$ cat src/rtl/seven_seg_mux_if.sv
// rtl/seven_seg_mux_if.sv - display driver signal bundle
// Ports (master = value source, slave = display driver):
//   values     4*DIGITS  hex nibbles, nibble i drives digit i (digit 0 rightmost)
//   dp         DIGITS    decimal point per digit, 1 = lit
//   load       1         single-cycle strobe sampling values/dp
//   blank_lz   1         leading-zero blanking enable
//   brightness 4         duty in 16ths
//   cathodes   7         segments, bit6=a .. bit0=g
//   dp_out     1         decimal point segment
//   anodes     DIGITS    one-hot digit enable
//   frame      1         one-cycle pulse at the end of each full scan
interface seven_seg_mux_if #(
    parameter int DIGITS = 4
);
    logic [4*DIGITS-1:0] values;
    logic [DIGITS-1:0]   dp;
    logic                load;
    logic                blank_lz;
    logic [3:0]          brightness;
    logic [6:0]          cathodes;
    logic                dp_out;
    logic [DIGITS-1:0]   anodes;
    logic                frame;

    modport master (
        output values, dp, load, blank_lz, brightness,
        input  cathodes, dp_out, anodes, frame
    );

    modport slave (
        input  values, dp, load, blank_lz, brightness,
        output cathodes, dp_out, anodes, frame
    );
endinterface

$ cat src/rtl/seven_seg_mux.sv
// rtl/seven_seg_mux.sv - time-multiplexed N-digit seven-segment driver
// Ports:
//   CLK    system clock
//   rst_n  asynchronous active-low reset
//   bus    seven_seg_mux_if slave: values/dp/load/blank_lz/brightness in,
//          cathodes/dp_out/anodes/frame out (all outputs registered)
module seven_seg_mux #(
    parameter int DIGITS           = 4,
    parameter int REFRESH_DIV      = 4000,
    parameter int ANODE_ACTIVE_LOW = 1,
    parameter int SEG_ACTIVE_LOW   = 1
) (
    input  logic            CLK,
    input  logic            rst_n,
    seven_seg_mux_if.slave  bus
);
    localparam int IDX_W = (DIGITS > 1) ? $clog2(DIGITS) : 1;
    localparam int DIV_W = $clog2(REFRESH_DIV);
    localparam logic [IDX_W-1:0]  LAST_IDX = IDX_W'(DIGITS - 1);
    localparam logic [DIV_W-1:0]  LAST_DIV = DIV_W'(REFRESH_DIV - 1);
    // XOR masks that convert "lit/active = 1" into pin polarity; also the idle levels.
    localparam logic [6:0]        SEG_OFF  = {7{SEG_ACTIVE_LOW != 0}};
    localparam logic              DP_OFF   = (SEG_ACTIVE_LOW != 0);
    localparam logic [DIGITS-1:0] AN_OFF   = {DIGITS{ANODE_ACTIVE_LOW != 0}};

    logic [DIV_W-1:0]    div_cnt;
    logic [IDX_W-1:0]    idx;
    logic [3:0]          pwm_cnt;
    logic [4*DIGITS-1:0] pend_values;
    logic [DIGITS-1:0]   pend_dp;
    logic                pend_valid;
    logic [4*DIGITS-1:0] disp_values;
    logic [DIGITS-1:0]   disp_dp;

    logic [6:0]          cathodes_q;
    logic                dp_q;
    logic [DIGITS-1:0]   anodes_q;
    logic                frame_q;

    logic                div_wrap;
    logic                frame_cycle;
    logic [3:0]          nibble;
    logic                dp_sel;
    logic                lz_run;
    logic                lz_blank;
    logic [DIGITS-1:0]   onehot;
    logic [6:0]          seg_low;
    logic [6:0]          seg_lit;
    logic                anode_on;

    assign div_wrap    = (div_cnt == LAST_DIV);
    assign frame_cycle = div_wrap && (idx == LAST_IDX);

    // Walk from the leftmost digit down so lz_run means "this nibble and every
    // nibble to its left are zero" when the selected digit is reached.
    always_comb begin
        nibble   = 4'h0;
        dp_sel   = 1'b0;
        lz_run   = 1'b1;
        lz_blank = 1'b0;
        onehot   = '0;
        for (int i = DIGITS - 1; i >= 0; i--) begin
            lz_run = lz_run && (disp_values[4*i +: 4] == 4'h0);
            if (IDX_W'(i) == idx) begin
                nibble    = disp_values[4*i +: 4];
                dp_sel    = disp_dp[i];
                lz_blank  = lz_run && (i != 0);
                onehot[i] = 1'b1;
            end
        end
    end

    // Table held in active-low form, a..g from bit 6 down to bit 0.
    always_comb begin
        seg_low = 7'b1111111;
        case (nibble)
            4'h0: seg_low = 7'b0000001;
            4'h1: seg_low = 7'b1001111;
            4'h2: seg_low = 7'b0010010;
            4'h3: seg_low = 7'b0000110;
            4'h4: seg_low = 7'b1001100;
            4'h5: seg_low = 7'b0100100;
            4'h6: seg_low = 7'b0100000;
            4'h7: seg_low = 7'b0001111;
            4'h8: seg_low = 7'b0000000;
            4'h9: seg_low = 7'b0001100;
            4'hA: seg_low = 7'b0001000;
            4'hB: seg_low = 7'b1100000;
            4'hC: seg_low = 7'b0110001;
            4'hD: seg_low = 7'b1000010;
            4'hE: seg_low = 7'b0110000;
            default: seg_low = 7'b0111000;
        endcase
    end

    assign seg_lit  = (bus.blank_lz && lz_blank) ? 7'b0000000 : ~seg_low;
    // div_cnt == 0 keeps every anode off for one cycle at the slot change,
    // so the previous digit's segments never flash on the new anode.
    assign anode_on = (pwm_cnt < bus.brightness) && (div_cnt != '0);

    always_ff @(posedge CLK or negedge rst_n) begin
        if (!rst_n) begin
            div_cnt     <= '0;
            idx         <= '0;
            pwm_cnt     <= 4'h0;
            pend_values <= '0;
            pend_dp     <= '0;
            pend_valid  <= 1'b0;
            disp_values <= '0;
            disp_dp     <= '0;
            cathodes_q  <= SEG_OFF;
            dp_q        <= DP_OFF;
            anodes_q    <= AN_OFF;
            frame_q     <= 1'b0;
        end else begin
            pwm_cnt <= pwm_cnt + 4'h1;
            if (div_wrap) begin
                div_cnt <= '0;
                idx     <= (idx == LAST_IDX) ? '0 : idx + 1'b1;
            end else begin
                div_cnt <= div_cnt + 1'b1;
            end

            // Display registers only change at a frame boundary so a scan never
            // mixes old and new digits; a load landing on that boundary wins.
            if (frame_cycle && bus.load) begin
                disp_values <= bus.values;
                disp_dp     <= bus.dp;
                pend_valid  <= 1'b0;
            end else if (frame_cycle && pend_valid) begin
                disp_values <= pend_values;
                disp_dp     <= pend_dp;
                pend_valid  <= 1'b0;
            end else if (bus.load) begin
                pend_values <= bus.values;
                pend_dp     <= bus.dp;
                pend_valid  <= 1'b1;
            end

            cathodes_q <= seg_lit ^ SEG_OFF;
            dp_q       <= dp_sel ^ DP_OFF;
            anodes_q   <= (anode_on ? onehot : '0) ^ AN_OFF;
            frame_q    <= frame_cycle;
        end
    end

    assign bus.cathodes = cathodes_q;
    assign bus.dp_out   = dp_q;
    assign bus.anodes   = anodes_q;
    assign bus.frame    = frame_q;
endmodule

$ cat src/flat_wrapper.sv
// flat-port wrapper written by rule: the top's interface ports become plain ports
module seven_seg_mux_flat 
#(
    parameter int DIGITS           = 4,
    parameter int REFRESH_DIV      = 4000,
    parameter int ANODE_ACTIVE_LOW = 1,
    parameter int SEG_ACTIVE_LOW   = 1
)
  (CLK, rst_n, bus_values, bus_dp, bus_load, bus_blank_lz, bus_brightness, bus_cathodes, bus_dp_out, bus_anodes, bus_frame);
  seven_seg_mux_if #(.DIGITS(DIGITS)) bus_i ();
  input  logic CLK;
  input  logic rst_n;
  input wire logic [$bits(bus_i.values)-1:0] bus_values;
  input wire logic [$bits(bus_i.dp)-1:0] bus_dp;
  input wire logic [$bits(bus_i.load)-1:0] bus_load;
  input wire logic [$bits(bus_i.blank_lz)-1:0] bus_blank_lz;
  input wire logic [$bits(bus_i.brightness)-1:0] bus_brightness;
  output wire logic [$bits(bus_i.cathodes)-1:0] bus_cathodes;
  output wire logic [$bits(bus_i.dp_out)-1:0] bus_dp_out;
  output wire logic [$bits(bus_i.anodes)-1:0] bus_anodes;
  output wire logic [$bits(bus_i.frame)-1:0] bus_frame;
  assign bus_i.values = bus_values;
  assign bus_i.dp = bus_dp;
  assign bus_i.load = bus_load;
  assign bus_i.blank_lz = bus_blank_lz;
  assign bus_i.brightness = bus_brightness;
  assign bus_cathodes = bus_i.cathodes;
  assign bus_dp_out = bus_i.dp_out;
  assign bus_anodes = bus_i.anodes;
  assign bus_frame = bus_i.frame;
  seven_seg_mux #(.DIGITS(DIGITS), .REFRESH_DIV(REFRESH_DIV), .ANODE_ACTIVE_LOW(ANODE_ACTIVE_LOW), .SEG_ACTIVE_LOW(SEG_ACTIVE_LOW)) u_core (.CLK(CLK), .rst_n(rst_n), .bus(bus_i));
endmodule
$ cat config.mk
export PLATFORM = sky130hd
export DESIGN_NAME = seven_seg_mux_flat
export DESIGN_NICKNAME = d
export VERILOG_FILES = /design/src/rtl/seven_seg_mux_if.sv /design/src/rtl/seven_seg_mux.sv /design/src/flat_wrapper.sv
export SDC_FILE = /design/constraint.sdc
export NUM_CORES = 1
export LEC_CHECK = 0
export BUFFER_PORTS_ARGS = -buffer_cell sky130_fd_sc_hd__clkbuf_2
export CAP_MARGIN = 20
export CORE_ASPECT_RATIO = 1.5
export CORE_MARGIN = 2
export CORE_UTILIZATION = 63
export DETAILED_ROUTE_END_ITERATION = 8
export GPL_ROUTABILITY_DRIVEN = 1
export GPL_TIMING_DRIVEN = 0
export PLACE_DENSITY_LB_ADDON = 0.25
export SLEW_MARGIN = 30
export SYNTH_ARGS = -nofsm -noshare
export SYNTH_HDL_FRONTEND = slang
export SYNTH_SLANG_ARGS = --single-unit
$ cat constraint.sdc
create_clock -name CLK -period 4.64 [get_ports CLK]
set_input_delay 1.16 -clock CLK [delete_from_list [all_inputs] [get_ports CLK]]
set_output_delay 1.16 -clock CLK [all_outputs]
set_load 0.01 [all_outputs]
After elaboration in Yosys (flattened, before gate mapping)
Memories as Yosys holds them, arrays and structs flattened. Index checks and enable logic that the tools add are counted. Widths: inputs -> output; s select.

Magnitude comparators: 1. $add $sub $neg: 3. Bitwise operators: 6. Multiplexer cells: 27. Reductions and logical operators: 15. Equal/unequal tests: 5.

Operators with widths (count): $mux 16 (2); $mux 4 (7); $mux 1 (15); $not 7->7 (2); $add 12x1->12 const B (1); $eq 12x12->1 const B (1); $logic_not 4->1 (3); $mux 12 (1); $reduce_bool 12->1 (1); $logic_and 1x1->1 (7); $mux 7 (1); $add 4x1->4 const B (1); $eq 2x2->1 const A (2); $lt 4x4->1 (1); $not 4->4 (1); $not 1->1 (3); $reduce_and 3->1 (1); $reduce_bool 3->1 (1); $add 2x1->2 const B (1); $eq 1x2->1 const A (1); $eq 2x2->1 const B (1); $logic_not 2->1 (1); $mux 2 (1); $reduce_bool 2->1 (1).

Bits in registers: 72. Output and inout bits: 13. Logic and storage cells: 70. Memory bits (read-only): 112. Memories: 1. Bits of input ports: 28.

Memories: (no name shown) (depth 16, bits a word 7, rd ports 1, clocked after memory_dff 0, write ports 0, line seven_seg_mux.sv:76) `case (nibble)`.

Depth between registers and ports, before layout
An unclocked memory read counts as a cell.

Depth in word-level cells: 9. Mapped depth: 11. Gate-level depth less buffers: 10.

Worst setup path before layout
OpenSTA, ideal clock, no wires.

Kind: register to register. From: register u_core.idx[0]. To: register u_core.cathodes_q[1], in the netlist u_core.bus.cathodes[1]. Path slack: 2325 ps. Required time: 4552 ps. Data arrival time: 2228 ps. Period minus slack after synthesis: 2315 ps. Path buffers: 1. Cell stages (with the launch flop): 12. Cell sequence: dfrtp_1 > inv_1 > ha_1 > buf_2 > nor2b_1 > a221o_1 > a22oi_2 > inv_1 > ha_1 > mux2_1 > nand2_1 > o211ai_2.

Word-level cells in the longest chain between the ends: 9. Elaborated cells on any way between the ends: 17.

Ends and longest elaborated chain: from (decl) (line seven_seg_mux.sv:27) `logic [IDX_W-1:0] idx;`; from (signal assigned) (line seven_seg_mux.sv:119) `idx <= (idx == LAST_IDX) ? '0 : idx + 1'b1;`; $eq 2x2->1 (line seven_seg_mux.sv:64) `if (IDX_W'(i) == idx) begin`; $mux 4 (4 in a row) (line seven_seg_mux.sv:64); $mem_v2 16x7; $not 7->7 (line seven_seg_mux.sv:96) `assign seg_lit = (bus.blank_lz && lz_blank) ? 7'b0000000 : ~seg_low;`; $mux 7 (*) (line seven_seg_mux.sv:96); $not 7->7 (no line) (*); to (signal assigned) (line seven_seg_mux.sv:140) `cathodes_q <= seg_lit ^ SEG_OFF;`; to (decl) (line seven_seg_mux.sv:35) `logic [6:0] cathodes_q;`.

Every way passes the cells marked *; elsewhere a longest branch is shown, timed or not. A chain may end at the register's enable or synchronous reset.

Final worst setup path
Same ends and word-level chain as after synthesis.

==> flow_summary.ini <==
[cts]
clk_transition_reported_paths_ns = 0.08
clock_tree.buffer_depth = 2
tritoncts_sinks = 72
cts_setup_buffers = 0
htreeDepth = 3
cts.root.buffer_cell = clkbuf_8
clock_insertion_delay_worst_skew_ns = 0.36
number_of_buffers_added_by_the_clock_tree_synthesis_step = 9
cts.hold.buffers_added = 0
number_of_instances_resized_during_post_cts_repair = 0
tritoncts = built

[global_routing]
grt_max_degree = 39
via_count_of_the_first_global_routing_pass = 2608
global_route.overflow_total = 0
grt_first_pass_wirelength_mm = 12.4
antenna_found_initial = 0
global_route.usage.total_pct = 25.1

[route]
drt_pass1_iterations = 4
drt_first_iter_violations = 169
drtAntennaViolNets = 0
drt-total-wl_mm = 7.22
drt-wirelength-per-cell_microns = 16.2
via_per_inst = 5.68
num_vias = 2538
drc = 0

[worst_setup_path]
crit_required_ns = 4.91
worst-endpoint-arrival_ns = 2.95
path_max_fanout = 10
crit_slowest_cell = dfrtp_1
rr_startpoint = u_core.idx[0]
max_stage_delay_ns = 0.42
timing.critical_path.max_delay_family = compound AO/OA/AOI/OAI gates
timing.critical_path.cells = inv_1, ha_1, buf_2, nor2b_1, a221o_1, a22oi_2, inv_1, ha_1, mux2_1, nand2_1, o211ai_2
r2r-end = u_core.bus.cathodes[1]
timing.critical_path.depth = 11
worst-r2r-setup-slack_ns = 1.96
worstSetupStartpointType = flop
path_class = reg2reg
critical_path.n_buffers_inverters = 3
worst_setup_path_end_kind = flop
ff2ff_path_depth = 11

[synthesis]
ffs_w_async_s_r_synth_pct = 100
synth_edf_count = 0
most_used_dff_post_synth = dfrtp_1
syn_inst = 318
synthesis.area_per_instance_sq_um = 11.6
flip_flop_and_latch_count_after_synthesis = 72
synthTopCellsByArea = dfrtp_1 (41%), dfstp_2 (8.5%), mux2_4 (8.1%), mux2i_1 (6.8%), ha_1 (5.4%)
area_share_of_the_leading_cell_type_in_the_synthesized_netlist_pct = 40.6
sequential_cell_area_fraction_in_the_yosys_report_pct = 49.1
yosys.area.top_type = dfrtp_1
synth-warning-count = 0
synthesis.area_sq_um = 3700
syn_nets = 362
synthDistinctLibCells = 46

[sta]
fmax_mhz = 373
setup-tns-final_ns = 0
hold_viol_final = 0
max_slew_headroom_pct = 46.9
worst_hold_slack_across_all_endpoints_ns = 0.480
finalCriticalPeriod_ns = 2.68
tightest_slew_ns = 0.797
timing.final.crit_share_pct = 57.7
finalMaxSlewViolations = 0
rsz0062_at_grt = false
finalClockSkew_ns = 0.0113
setup_viol = 0

[final_layout]
area_of_all_placed_cells_without_fillers_sq_um = 4260
drive_above_1_share_pct = 29.6
area_delta_synth_final_pct = 15.1
finalNetCount = 414
inserted_diodes = 0
finalCoreUtilization_pct = 74.1

[floorplanning]
dieHeight_microns = 97.8
initial_core_util_pct = 64.4
top_level_ports = 41
die-area_sq_um = 6510
std_cell_rows = 34
floorplan.die.width_microns = 66.6
placeableCoreArea_sq_um = 5740

[job]
max_cap_viol_count = 0

[placed_design]
post_dp_area_sq_um = 4010
placer_congestion_estimate = 0.814
dp_hpwl_mm = 5.20
place.port_buffers = 40

[run_status]
outcome = completed

[worst_hold_path]
hold_path_startpoint = u_core.pend_valid
worstHoldPathType = reg2reg
hold_path_depth = 2
worstHoldEndpoint = u_core.pend_valid

[power_and_ir_drop]
vdd_drop_max_mv = 0.232
fin_total_pwr_uw = 1360
power.leakage_uw = 0.00217
power.density_nw_per_um2 = 320
flip-flops by register name, indices dropped and copies added, names as in the netlist:
register             flops
u_core.disp_values      16
u_core.pend_values      16
u_core.div_cnt          12
u_core.bus.cathodes      7
u_core.bus.anodes        4
u_core.disp_dp           4
u_core.pend_dp           4
u_core.pwm_cnt           4
u_core.idx               2
u_core.bus.dp_out        1
u_core.bus.frame         1
u_core.pend_valid        1
area by class of cell:
cell class	count	area [sq um]
buffer	14	96.3
clock buffer	11	141
clock inverter	5	104
fill	431	1490
inverter	16	60.1
multi-input combinational	216	1720
sequential	72	1820
tap	72	90.1
timing repair buffer	41	223
cells in the mapped netlist, types with 3 or more instances:
master    count
a211oi_1      5
a21o_1        3
a21oi_1      28
buf_2         9
clkbuf_1      3
dfrtp_1      60
dfstp_2      12
ha_1         16
inv_1        16
mux2_4       20
mux2i_1      25
nand2_1      15
nand2b_1      3
nand3_1       8
nand3b_1      3
nor2_1       32
nor2b_1       5
nor4_1        5
o21ai_0       5
xnor2_1       4
xor2_1        6
kinds of logic after synthesis:
logic type | after synthesis | share of synthesized area [%]
XOR/XNOR | 10 | 2.37
multiplexers | 47 | 15.5
AND/OR/NAND/NOR | 87 | 13.2
buffers and inverters | 30 | 4.23
adder cells (fa/ha/maj) | 16 | 5.41
flip-flops | 72 | 49.1
AO/OA/AOI/OAI | 56 | 10.2
worst min-delay path, cell delays in order, from the launching register on:
cell	delay (ns)
dfrtp_1	0.33
nor2_1	0.05
nor2_1	0.07
layout by cell type (no fill, tap or decap), types with 6 or more instances in the layout:
| cell type | count |
|---|---|
| ha_1 | 16 |
| dfrtp_1 | 60 |
| a21oi_1 | 28 |
| inv_1 | 16 |
| nor2_1 | 32 |
| nand3_1 | 8 |
| buf_2 | 9 |
| mux2i_1 | 25 |
| clkbuf_8 | 10 |
| mux2_4 | 20 |
| dfstp_2 | 12 |
| clkbuf_2 | 39 |
| nand2_1 | 15 |
| xor2_1 | 6 |
per-stage QoR:
step | worst slack [ns] | cells
2_1_floorplan | 2.32 | 318
3_3_place_gp | 1.88 | 430
3_5_place_dp | 2.00 | 431
4_1_cts | 1.95 | 447
5_1_grt | 1.81 | 447
6_report | 1.96 | 447
metal layers:
metal  part of all wire (%)  global-route usage [%]
met5                      0                       0
met4                    1.9                    9.42
met3                    4.2                    5.30
met2                     53                    42.2
met1                     41                    31.4
power by group:
part / switching [uW] / internal, uW / total [uW]
Combinational: 41.7 / 51.0 / 92.8
Clock: 241 / 372 / 613
Sequential: 9.51 / 646 / 655
Total: 292 / 1070 / 1360
how the worst max path moves through the flow:
stage	start	endpoint	slack, ns
finish	u_core.idx[0]	u_core.bus.cathodes[1]	1.96
detailed placement	u_core.idx[0]	u_core.bus.cathodes[1]	2.00
global route	u_core.idx[0]	u_core.bus.cathodes[1]	1.81
floorplan	u_core.idx[0]	u_core.bus.cathodes[1]	2.32
CTS	u_core.idx[0]	u_core.bus.cathodes[1]	1.95
global placement	rst_n	u_core.pend_values[12]	1.88
Power figures use the tool's default switching activity.
